===== src/rtl/scmp_useq_pkg.sv =====
// Shared types and constants for the SC/MP microcode sequencer: next-address
// control encodings, sequencer states, microcode entry labels and DLY constants.
package scmp_useq_pkg;

    localparam int UPC_W_PKG = 8;

    typedef logic [UPC_W_PKG-1:0] NEXTPC_t;

    typedef enum logic [2:0] {
        UN_SEQ      = 3'd0,
        UN_JMP      = 3'd1,
        UN_DISPATCH = 3'd2,
        UN_FETCH    = 3'd3,
        UN_WAIT_MEM = 3'd4,
        UN_HALT     = 3'd5
    } UNEXT_t;

    typedef enum logic [1:0] {
        ST_RUN      = 2'd0,
        ST_WAIT_MEM = 2'd1,
        ST_DLY      = 2'd2,
        ST_HALT     = 2'd3
    } SEQSTATE_t;

    localparam NEXTPC_t UCLBL_RESET   = 8'h00;
    localparam NEXTPC_t UCLBL_FETCH   = 8'h04;
    localparam NEXTPC_t UCLBL_INT     = 8'h08;
    localparam NEXTPC_t UCLBL_DLY     = 8'h10;
    localparam NEXTPC_t UCLBL_ADD     = 8'h20;
    localparam NEXTPC_t UCLBL_ILLEGAL = 8'hFF;

    localparam int DLY_BASE   = 13;
    localparam int DLY_HI_MUL = 514;

    // Sequential successor of a microcode address, wrapping at the top of the ROM.
    function automatic NEXTPC_t upc_inc(input NEXTPC_t pc);
        return pc + 8'd1;
    endfunction

endpackage


===== src/rtl/scmp_useq_if.sv =====
// Sequencer-facing bundle: decoder result, current ROM word control fields,
// bus/interrupt status in; uPC and status flags out.
interface scmp_useq_if;
    import scmp_useq_pkg::*;

    NEXTPC_t    op_pc;
    logic       op_dly;
    logic [2:0] uc_next;
    NEXTPC_t    uc_tgt;
    logic       mem_ack;
    logic [7:0] ac;
    logic [7:0] disp;
    logic       ie;
    logic       sense_a;
    logic       cont;
    NEXTPC_t    upc;
    logic       dly_busy;
    logic       halted;
    logic       int_taken;

    modport master (
        output op_pc, op_dly, uc_next, uc_tgt, mem_ack, ac, disp, ie, sense_a, cont,
        input  upc, dly_busy, halted, int_taken
    );

    modport slave (
        input  op_pc, op_dly, uc_next, uc_tgt, mem_ack, ac, disp, ie, sense_a, cont,
        output upc, dly_busy, halted, int_taken
    );

endinterface


===== src/rtl/scmp_useq_dly_counter.sv =====
// DLY microcycle counter: loads 13 + 2*AC + 514*disp on dispatch, counts down
// one per clock and flags the final cycle of the delay.
module scmp_dly_counter
    import scmp_useq_pkg::*;
#(
    parameter int DLY_W = 18
) (
    input  logic       clk,
    input  logic       rst,
    input  logic       load_i,
    input  logic       dec_i,
    input  logic [7:0] ac_i,
    input  logic [7:0] disp_i,
    output logic       last_o
);

    logic [DLY_W-1:0] cnt_q;
    logic [DLY_W-1:0] cnt_d;
    logic [DLY_W-1:0] load_val_s;

    assign load_val_s = DLY_W'(DLY_BASE)
                      + (DLY_W'(ac_i) << 1)
                      + (DLY_W'(disp_i) * DLY_W'(DLY_HI_MUL));

    assign last_o = (cnt_q == DLY_W'(1));

    // Next count: operands are captured only on the load cycle.
    always_comb begin
        cnt_d = cnt_q;
        if (load_i) begin
            cnt_d = load_val_s;
        end else if (dec_i && (cnt_q != '0)) begin
            cnt_d = cnt_q - DLY_W'(1);
        end else begin
            cnt_d = cnt_q;
        end
    end

    // Count register.
    always_ff @(posedge clk) begin
        if (rst) begin
            cnt_q <= '0;
        end else begin
            cnt_q <= cnt_d;
        end
    end

endmodule


===== src/rtl/scmp_useq.sv =====
// Microcode sequencer: owns the uPC, applies each ROM word's next-address
// control and takes interrupts only at instruction fetch boundaries.
module scmp_useq
    import scmp_useq_pkg::*;
#(
    parameter int DLY_W = 18,
    parameter int UPC_W = 8
) (
    input  logic      clk,
    input  logic      rst,
    scmp_useq_if.slave bus
);

    SEQSTATE_t        state_q, state_d;
    logic [UPC_W-1:0] upc_q, upc_d;
    logic             dly_busy_q, dly_busy_d;
    logic             halted_q, halted_d;
    logic             int_taken_q, int_taken_d;
    logic             dly_load_s;
    logic             dly_dec_s;
    logic             dly_last_s;
    UNEXT_t           unext_s;

    assign unext_s = UNEXT_t'(bus.uc_next);

    scmp_dly_counter #(
        .DLY_W (DLY_W)
    ) u_dly (
        .clk    (clk),
        .rst    (rst),
        .load_i (dly_load_s),
        .dec_i  (dly_dec_s),
        .ac_i   (bus.ac),
        .disp_i (bus.disp),
        .last_o (dly_last_s)
    );

    // Next-state, next-uPC and next-flag decode.
    always_comb begin
        state_d     = state_q;
        upc_d       = upc_q;
        int_taken_d = 1'b0;
        dly_load_s  = 1'b0;
        dly_dec_s   = 1'b0;
        case (state_q)
            ST_RUN: begin
                case (unext_s)
                    UN_SEQ: upc_d = upc_inc(upc_q);
                    UN_JMP: upc_d = bus.uc_tgt;
                    UN_FETCH: begin
                        if (bus.ie && bus.sense_a) begin
                            upc_d       = UCLBL_INT;
                            int_taken_d = 1'b1;
                        end else begin
                            upc_d = UCLBL_FETCH;
                        end
                    end
                    UN_DISPATCH: begin
                        upc_d = bus.op_pc;
                        if (bus.op_dly) begin
                            dly_load_s = 1'b1;
                            state_d    = ST_DLY;
                        end else begin
                            state_d = ST_RUN;
                        end
                    end
                    UN_WAIT_MEM: begin
                        // A same-cycle ack completes the access without a wait state.
                        if (bus.mem_ack) begin
                            upc_d = upc_inc(upc_q);
                        end else begin
                            state_d = ST_WAIT_MEM;
                        end
                    end
                    UN_HALT: state_d = ST_HALT;
                    default: upc_d = UCLBL_ILLEGAL;
                endcase
            end
            ST_WAIT_MEM: begin
                if (bus.mem_ack) begin
                    upc_d   = upc_inc(upc_q);
                    state_d = ST_RUN;
                end else begin
                    state_d = ST_WAIT_MEM;
                end
            end
            ST_DLY: begin
                dly_dec_s = 1'b1;
                if (dly_last_s) begin
                    upc_d   = upc_inc(upc_q);
                    state_d = ST_RUN;
                end else begin
                    state_d = ST_DLY;
                end
            end
            ST_HALT: begin
                if (bus.cont) begin
                    upc_d   = upc_inc(upc_q);
                    state_d = ST_RUN;
                end else begin
                    state_d = ST_HALT;
                end
            end
            default: begin
                state_d = ST_RUN;
                upc_d   = UCLBL_RESET;
            end
        endcase
        dly_busy_d = (state_d == ST_DLY);
        halted_d   = (state_d == ST_HALT);
    end

    // State, uPC and registered status outputs.
    always_ff @(posedge clk) begin
        if (rst) begin
            state_q     <= ST_RUN;
            upc_q       <= UCLBL_RESET;
            dly_busy_q  <= 1'b0;
            halted_q    <= 1'b0;
            int_taken_q <= 1'b0;
        end else begin
            state_q     <= state_d;
            upc_q       <= upc_d;
            dly_busy_q  <= dly_busy_d;
            halted_q    <= halted_d;
            int_taken_q <= int_taken_d;
        end
    end

    assign bus.upc       = upc_q;
    assign bus.dly_busy  = dly_busy_q;
    assign bus.halted    = halted_q;
    assign bus.int_taken = int_taken_q;

endmodule


===== src/flat_wrapper.sv =====
// flat-port wrapper written by rule: the top's interface ports become plain ports
module scmp_useq_flat import scmp_useq_pkg::*;
#(
    parameter int DLY_W = 18,
    parameter int UPC_W = 8
)
  (clk, rst, bus_op_pc, bus_op_dly, bus_uc_next, bus_uc_tgt, bus_mem_ack, bus_ac, bus_disp, bus_ie, bus_sense_a, bus_cont, bus_upc, bus_dly_busy, bus_halted, bus_int_taken);
  scmp_useq_if bus_i ();
  input  logic clk;
  input  logic rst;
  input wire logic [$bits(bus_i.op_pc)-1:0] bus_op_pc;
  input wire logic [$bits(bus_i.op_dly)-1:0] bus_op_dly;
  input wire logic [$bits(bus_i.uc_next)-1:0] bus_uc_next;
  input wire logic [$bits(bus_i.uc_tgt)-1:0] bus_uc_tgt;
  input wire logic [$bits(bus_i.mem_ack)-1:0] bus_mem_ack;
  input wire logic [$bits(bus_i.ac)-1:0] bus_ac;
  input wire logic [$bits(bus_i.disp)-1:0] bus_disp;
  input wire logic [$bits(bus_i.ie)-1:0] bus_ie;
  input wire logic [$bits(bus_i.sense_a)-1:0] bus_sense_a;
  input wire logic [$bits(bus_i.cont)-1:0] bus_cont;
  output wire logic [$bits(bus_i.upc)-1:0] bus_upc;
  output wire logic [$bits(bus_i.dly_busy)-1:0] bus_dly_busy;
  output wire logic [$bits(bus_i.halted)-1:0] bus_halted;
  output wire logic [$bits(bus_i.int_taken)-1:0] bus_int_taken;
  assign bus_i.op_pc = bus_op_pc;
  assign bus_i.op_dly = bus_op_dly;
  assign bus_i.uc_next = bus_uc_next;
  assign bus_i.uc_tgt = bus_uc_tgt;
  assign bus_i.mem_ack = bus_mem_ack;
  assign bus_i.ac = bus_ac;
  assign bus_i.disp = bus_disp;
  assign bus_i.ie = bus_ie;
  assign bus_i.sense_a = bus_sense_a;
  assign bus_i.cont = bus_cont;
  assign bus_upc = bus_i.upc;
  assign bus_dly_busy = bus_i.dly_busy;
  assign bus_halted = bus_i.halted;
  assign bus_int_taken = bus_i.int_taken;
  scmp_useq #(.DLY_W(DLY_W), .UPC_W(UPC_W)) u_core (.clk(clk), .rst(rst), .bus(bus_i));
endmodule

===== config.mk =====
export PLATFORM = sky130hd
export DESIGN_NAME = scmp_useq_flat
export DESIGN_NICKNAME = d
export VERILOG_FILES = /design/src/rtl/scmp_useq_pkg.sv /design/src/rtl/scmp_useq_if.sv /design/src/rtl/scmp_useq_dly_counter.sv /design/src/rtl/scmp_useq.sv /design/src/flat_wrapper.sv
export SDC_FILE = /design/constraint.sdc
export NUM_CORES = 1
export LEC_CHECK = 0
export BUFFER_PORTS_ARGS = -buffer_cell sky130_fd_sc_hd__buf_2
export CAP_MARGIN = 20
export CORE_MARGIN = 4
export CORE_UTILIZATION = 60
export CTS_CLUSTER_SIZE = 24
export DETAILED_ROUTE_END_ITERATION = 16
export GPL_ROUTABILITY_DRIVEN = 0
export GPL_TIMING_DRIVEN = 1
export PLACE_DENSITY = 0.85
export SYNTH_ARGS = -nofsm -noshare
export SYNTH_HDL_FRONTEND = slang
export SYNTH_HIERARCHICAL = 1
export SYNTH_SLANG_ARGS = --single-unit

===== constraint.sdc =====
create_clock -name clk -period 8.5 [get_ports clk]
set_clock_uncertainty 0.05 [all_clocks]
set_input_delay 0.85 -clock clk [delete_from_list [all_inputs] [get_ports clk]]
set_output_delay 0.85 -clock clk [all_outputs]
set_load 0.01 [all_outputs]

==> summary.md, run 1 <==
| Metric | Value |
|---|---|
| Reg clk slew, reported paths | `roughly 0.070 ns` |
| Cell area after synthesis | `2840 sq um` |
| Ranking of synthesized cells by area | `dfxtp_1, ha_1, a21oi_1, xnor2_1, xor2_1` |
| TNS Setup | `0 ns` |
| CTS tree | `yes` |
| Reg power frac | `36.1%` |
| Htree depth | `2` |
| Register area | `621 sq um` |
| RSZ-0062 raised after global routing | `no` |
| Die ar. | `5910 sq um` |
| Post-synth EDFFs | `0` |
| Total global-route track usage | `24.3%` |
| Core Region | `4470 sq um` |
| Multi-input logic area | `about 2000 sq um` |
| Syn. warnings | `6` |
| Crit Path Category | `reg2reg` |
| Initial DRT Pass Iterations | `4` |
| Net Count, Synth | `about 420` |
| CP Launch Type | `flop` |
| Fillers | `342` |
| Die height | `76.8 um` |
| Mean post-synth cell area | `between 7 and 8 sq um` |
| Initial antenna violation count | `0` |
| IO Pins | `53` |
| Row count | `24` |
| Pre-CTS WS | `5.01 ns` |
| Hpwl dp | `5340 um` |
| M1 GR Usage | `28.3%` |
| Crit. End Element | `flop` |
| IO buf count | `52` |
| Wire per inst | `about 16 um` |
| DRT Wirelength | `7090 um` |
| CP peak stage delay | `0.65 ns` |
| VDD IR max | `0.0844 mV` |
| Clk network pwr share | `24.7%` |
| PwrDens | `around 170 nW/um^2` |
| Hold WS | `0.465 ns` |
| Final Hold Fails | `0` |
| R2r setup slk | `roughly 5.1 ns` |
| Pin count of the biggest net entering global routing | `31` |
| CP max FO | `14` |
| Worst EP arrival | `3.50 ns` |
| Achievable Freq | `between 200 and 300 MHz` |
| Via density | `6.23` |
| NumNets Final | `460` |
| Vias in the first global route | `2716` |
| Fin. max-slew vios | `0` |
| Hold Crit Depth | `1` |
| Grt total ovfl | `0` |
| Tmin final | `approximately 3.4 ns` |
| # hold bufs at CTS | `0` |
| Antenna Nets Post-Route | `0` |
| Sw frac | `between 30% and 40%` |
| Net Sw Power | `between 200 and 250 uW` |
| Top FF cell, synth | `dfxtp_1` |
| Cts repair resizes | `0` |
| Crit share post-route | `40.1%` |
| Die width | `around 77 um` |
| Worst-path cell chain | `or4_1, nor3_1, and4_1, mux2i_1, a32oi_2, inv_1, a221oi_1, a211oi_1` |
| Number of DRC markers in iteration 0 | `200` |
| Hold Path End | `u_core/u_dly/cnt_q[7]` |
| Netlist cell types | `77` |
| First-pass GRT wire length | `roughly 12000 um` |
| Cell Count, Final, Fillers Out | `451` |
| Sequential share of the synthesized area | `21.8%` |
| Comb power frac | `around 39%` |
| Flops & latches, synth | `31` |
| Effective utilization at floorplan | `63.6%` |
| Worst Path Required | `~8.6 ns` |
| Status | `finished clean` |
| Max-cap violations | `0` |
| Clk root buf | `clkbuf_8` |
| GRT met3 Usage | `just under 5%` |
| Worst-skew pair later-pin latency | `0.28 ns` |
| Clock sink count | `31` |
| Diode count | `0` |
| Tightest Hold Check Type | `reg2reg` |
| Post-CTS setup buffer count | `0` |
| Post-synthesis cell count | `359` |
| Worst path slowest cell | `a32oi_2` |
| RR Endpoint | `u_core/bus.upc[1]` |
| Routed vias | `~2800` |
| Maximum clock path buffer count | `2` |
| Layout cell share with drive strength beyond 1 | `19.5%` |
| Post-synth ARST share | `0%` |
| Reg2Reg Launch Point | `u_core/u_dly/cnt_q[9]` |
| DRC Markers | `0` |
| Setup ws final | `5.09 ns` |
| P_int | `roughly 330 uW` |
| Synth area leader | `dfxtp_1` |
| Post-placement cell count | `443` |
| Worst-case reg-to-reg path depth | `8` |
| Finish-stage setup viols | `0` |
| Area growth syn-to-layout | `10.8%` |
| Pleak | `0.00131 uW` |
| TritonCTS buffer count | `5` |
| Worst-Margin Slew | `0.780 ns` |
| Top-area cell type share of the netlist area | `21.8%` |
| Met2 usage | `a little over two fifths` |
| Hold path startpoint | `u_core/u_dly/cnt_q[7]` |
| Max-slew headroom | `47.6%` |
| Final Util | `70.4%` |
| GR peak layer | `met2` |
==> layer usage <==
metal  routed length, um  part of all wire, %
met3                 509                  7.2
met2                3460                   49
met1                2900                   41
met4                 223                  3.1
met5                   0                    0
==> cells in the mapped netlist, types with 2 or more instances <==
library cell / number
o21ai_1: 2
inv_1: 17
and3_1: 3
a21o_1: 5
or2_0: 2
and4_1: 2
nand4_1: 2
and2_1: 3
nor2_1: 31
nand3_1: 14
dfxtp_1: 31
xnor2_1: 17
nor4_2: 2
nand2_1: 19
or3_1: 3
clkbuf_8: 2
mux2i_1: 4
a22o_1: 2
o211ai_1: 2
nand3b_1: 2
nand2b_1: 4
o22ai_1: 5
buf_2: 7
a221oi_1: 4
or4_4: 2
a21boi_0: 2
or2_2: 2
nor4_1: 5
a211oi_1: 11
a21oi_1: 32
o21ai_0: 8
nor3_1: 13
a31oi_1: 5
xor2_1: 14
clkbuf_1: 7
a311oi_1: 2
buf_4: 3
nand4b_1: 2
nor2b_1: 7
o31a_1: 3
ha_1: 19
o221ai_1: 2
==> layout make-up <==
type / count / share of cell area, %
clock buffers: 7 / 3.06
clock inverters: 1 / 0.238
inverters: 18 / 2.14
multi-input cells: 290 / 64.5
flip-flops and latches: 31 / 19.7
well taps: 52 / 2.07
repair buffers: 52 / 8.26
==> flip-flops by register name, summed over array words and instances (netlist names) <==
register              cells
u_core/bus.dly_busy       1
u_core/bus.halted         1
u_core/bus.int_taken      1
u_core/bus.upc            8
u_core/state_q            2
u_core/u_dly/cnt_q       18
==> critical path: cells and delay by family, from the launching register on <==
family / cells / cell delay (ns)
buffers and inverters: 1 / 0.19
AND/OR/NAND/NOR: 3 / 1.50
multiplexers: 1 / 0.09
AO/OA/AOI/OAI: 3 / 1.08
flip-flops: 1 / 0.36
==> per-stage QoR <==
| step | total power [uW] | area [sq um] |
|---|---|---|
| 2_1_floorplan | 347 | 2840 |
| 3_3_place_gp | 390 | 3050 |
| 3_5_place_dp | 397 | 3050 |
| 4_1_cts | 530 | 3150 |
| 5_1_grt | 567 | 3150 |
| 6_report | 529 | 3150 |
==> kinds of logic after synthesis <==
| group | Yosys count | share of synthesized area, % |
|---|---|---|
| mux | 4 | 1.41 |
| simple gates | 129 | 25.3 |
| buf+inv | 38 | 6.69 |
| fa+ha+maj | 20 | 9.06 |
| xor+xnor | 31 | 9.55 |
| flops | 31 | 21.8 |
| compound gates | 106 | 26.1 |
==> layout by cell type (no fill, tap or decap), types with 5 or more instances in the layout <==
cell type	instances
nor4_1	5
o22ai_1	5
clkbuf_8	7
nor2b_1	7
a211oi_1	11
nor2_1	31
dfxtp_1	31
a31oi_1	5
nand3_1	14
a21oi_1	32
nor3_1	13
xor2_1	14
buf_2	52
ha_1	19
nand2_1	19
o21ai_0	8
a21o_1	5
inv_1	17
xnor2_1	17
==> worst max path at each step <==
stage                           from                      to  slack, ns  cells after the start
2_1_floorplan            bus_disp[1]  u_core/u_dly/cnt_q[14]       5.19                     12
3_5_place_dp             bus_disp[1]  u_core/u_dly/cnt_q[16]       5.01                     12
5_1_grt        u_core/u_dly/cnt_q[9]       u_core/bus.upc[7]       4.95                      8
6_report       u_core/u_dly/cnt_q[9]       u_core/bus.upc[1]       5.09                      8
4_1_cts        u_core/u_dly/cnt_q[9]       u_core/bus.upc[1]       5.19                      8
3_3_place_gp             bus_disp[1]  u_core/u_dly/cnt_q[14]       5.11                     12
==> power groups by stage <==
| stage | registers, uW | clock network [uW] | logic [uW] |
|---|---|---|---|
| detailed placement | 193 | 0 | 204 |
| global route | 195 | 143 | 230 |
| finish | 191 | 131 | 207 |
| CTS | 190 | 134 | 206 |
| floorplan | 186 | 0 | 160 |
| global placement | 192 | 0 | 198 |
Power figures use the tool's default switching activity.
==> run 2, diff against run 1 <==
--- a/config.mk
+++ b/config.mk
@@ -8,12 +8,12 @@
 export BUFFER_PORTS_ARGS = -buffer_cell sky130_fd_sc_hd__buf_2
 export CAP_MARGIN = 20
 export CORE_MARGIN = 4
-export CORE_UTILIZATION = 60
+export CORE_UTILIZATION = 57
 export CTS_CLUSTER_SIZE = 24
 export DETAILED_ROUTE_END_ITERATION = 16
 export GPL_ROUTABILITY_DRIVEN = 0
 export GPL_TIMING_DRIVEN = 1
-export PLACE_DENSITY = 0.85
+export PLACE_DENSITY = 0.82
 export SYNTH_ARGS = -nofsm -noshare
 export SYNTH_HDL_FRONTEND = slang
 export SYNTH_HIERARCHICAL = 1
==> constraint.sdc (replaced) <==
create_clock -name clk -period 3.47 [get_ports clk]
set_clock_uncertainty 0.05 [all_clocks]
set_input_delay 0.347 -clock clk [delete_from_list [all_inputs] [get_ports clk]]
set_output_delay 0.347 -clock clk [all_outputs]
set_load 0.01 [all_outputs]
==> summary.md, run 2 (synthesized netlist as in run 1, its figures left out) <==
| Metric | Value |
|---|---|
| NumNets Final | `465 (+1.1%)` |
| Vias in the first global route | `2772 (+2.1%)` |
| Worst-Margin Slew | `0.778 ns (-0.00109 ns)` |
| # hold bufs at CTS | `0 (unchanged)` |
| R2r setup slk | `0.57 ns (-4.52 ns)` |
| Reg2Reg Launch Point | `u_core/state_q[1]` |
| CP peak stage delay | `0.67 ns (+0.02 ns)` |
| RR Endpoint | `u_core/u_dly/cnt_q[16]` |
| Initial DRT Pass Iterations | `4 (unchanged)` |
| Cts repair resizes | `0 (unchanged)` |
| Hold Crit Depth | `3 (+2)` |
| Antenna Nets Post-Route | `0 (unchanged)` |
| TNS Setup | `0 ns (unchanged)` |
| Reg clk slew, reported paths | `0.07 ns (about the same)` |
| Pleak | `0.00133 uW (+1.8%)` |
| IO buf count | `52 (unchanged)` |
| Worst-path cell chain | `nor2b_1, or4bb_1, or2_4, or4_4, or3_1, a31oi_1, a21boi_2` |
| Worst path slowest cell | `dfxtp_1` |
| Final Util | `67.0% (-3.4 points)` |
| CP Launch Type | `flop` |
| DRT Wirelength | `7350 um (+3.6%)` |
| Clock sink count | `31 (unchanged)` |
| Diode count | `0 (unchanged)` |
| Worst-skew pair later-pin latency | `0.29 ns (about the same)` |
| Number of DRC markers in iteration 0 | `239 (+20%)` |
| RSZ-0062 raised after global routing | `no` |
| Fin. max-slew vios | `0 (unchanged)` |
| Grt total ovfl | `0 (unchanged)` |
| Wire per inst | `15.6 um (-0.80%)` |
| Hpwl dp | `5560 um (+4.1%)` |
| Effective utilization at floorplan | `59.4% (-4.1 points)` |
| Layout cell share with drive strength beyond 1 | `20.5% (+1.0 points)` |
| Via density | `6.14 (-1.3%)` |
| Die height | `78.6 um (+2.3%)` |
| Status | `finished clean` |
| CP max FO | `16 (+2)` |
| DRC Markers | `0 (unchanged)` |
| Tmin final | `2.90 ns (-0.507 ns)` |
| Hold path startpoint | `bus_ie` |
| Biggest register | `u_core/u_dly/cnt_q` |
| Total global-route track usage | `24.3% (-0.026 points)` |
| Routed vias | `2894 (+3.1%)` |
| Worst Path Required | `3.65 ns (-4.94 ns)` |
| Max reg flops | `18 (unchanged)` |
| Maximum clock path buffer count | `2 (unchanged)` |
| Max-cap violations | `0 (unchanged)` |
| Hold Path End | `u_core/bus.int_taken` |
| Pin count of the biggest net entering global routing | `31 (unchanged)` |
| Htree depth | `2 (unchanged)` |
| Post-CTS setup buffer count | `0 (unchanged)` |
| Final Hold Fails | `0 (unchanged)` |
| IO Pins | `53 (unchanged)` |
| Tightest Hold Check Type | `in2reg` |
| Row count | `25 (+4.2%)` |
| Finish-stage setup viols | `0 (unchanged)` |
| VDD IR max | `0.209 mV (+150%)` |
| PwrDens | `416 nW/um^2 (+150%)` |
| Crit. End Element | `flop` |
| Worst EP arrival | `3.08 ns (-0.42 ns)` |
| Crit share post-route | `83.7% (+44 points)` |
| Die width | `78.6 um (+2.3%)` |
| Leading cell types in the layout, fill and taps excluded | `buf_2, a21oi_1, nor2_1, dfxtp_1` |
| Initial antenna violation count | `0 (unchanged)` |
| Max-slew headroom | `48.0% (+0.44 points)` |
| Area growth syn-to-layout | `12.8%` |
| Achievable Freq | `344 MHz (+17%)` |
| Most common cell after layout, fill and taps aside | `buf_2` |
| Crit Path Category | `reg2reg` |
| Die ar. | `6180 sq um (+4.7%)` |
| Clk root buf | `clkbuf_8` |
| CTS tree | `yes` |
| First-pass GRT wire length | `12300 um (+2.4%)` |
| TritonCTS buffer count | `5 (unchanged)` |
| Worst-case reg-to-reg path depth | `7 (-1)` |
| Core Region | `4790 sq um (+7.0%)` |
run 2: cell count changes in the layout (fill, tap and decap cells not counted), sizes merged:
| cell | before | now |
|---|---|---|
| buf | 52 | 57 |
run 2: through the flow:
step	std cells	instance area (sq um)	setup WS, ns	hold WS, ns	total power [uW]
after CTS	471	3210	0.606	0.274	1340
after global routing	471	3210	0.412	0.295	1420
after global placement	463	3100	0.579	0.431	989
final	471	3210	0.567	0.287	1340
after floorplan	359	2840	0.667	0.412	849
after detailed placement	463	3100	0.505	0.436	1010
run 2: power by group:
group | total (uW) | internal [uW] | switching [uW]
Combinational | 541 | 250 | 291
Sequential | 470 | 399 | 71.5
Clock | 324 | 180 | 144
run 2: per-layer routing:
metal  part of all wire [%]  wire length [um]  up-vias  track usage, %
met3                    6.3               463       20            4.24
met5                      0                 0        -               0
met1                     40              2970     1335            27.6
met4                    2.8               209        0            11.7
li1                       -                 -     1425               -
met2                     50              3700      114            43.6
run 2: how the worst max path moves through the flow:
stage	to	cells after the start	from	slack (ns)
finish	u_core/u_dly/cnt_q[16]	7	u_core/state_q[1]	0.57
global route	u_core/u_dly/cnt_q[14]	6	u_core/state_q[1]	0.41
CTS	u_core/u_dly/cnt_q[16]	7	u_core/state_q[1]	0.61
detailed placement	u_core/u_dly/cnt_q[14]	12	bus_disp[1]	0.50
global placement	u_core/u_dly/cnt_q[14]	12	bus_disp[1]	0.58
floorplan	u_core/u_dly/cnt_q[14]	12	bus_disp[1]	0.67
run 2: area by class of cell:
| type | instances | area (sq um) |
|---|---|---|
| clock buffer | 7 | 96.3 |
| sequential | 31 | 621 |
| clock inverter | 1 | 7.51 |
| multi-input combinational | 290 | 2030 |
| fill | 421 | 1580 |
| timing repair buffer | 57 | 298 |
| tap | 67 | 83.8 |
| inverter | 18 | 67.6 |
run 2: critical path, delay by kind of cell, from the launching register on:
| kind | cells | cell delay, ns |
|---|---|---|
| DFF | 1 | 0.67 |
| and+or+nand+nor | 5 | 1.78 |
| AOI/OAI and AO/OA | 2 | 0.35 |
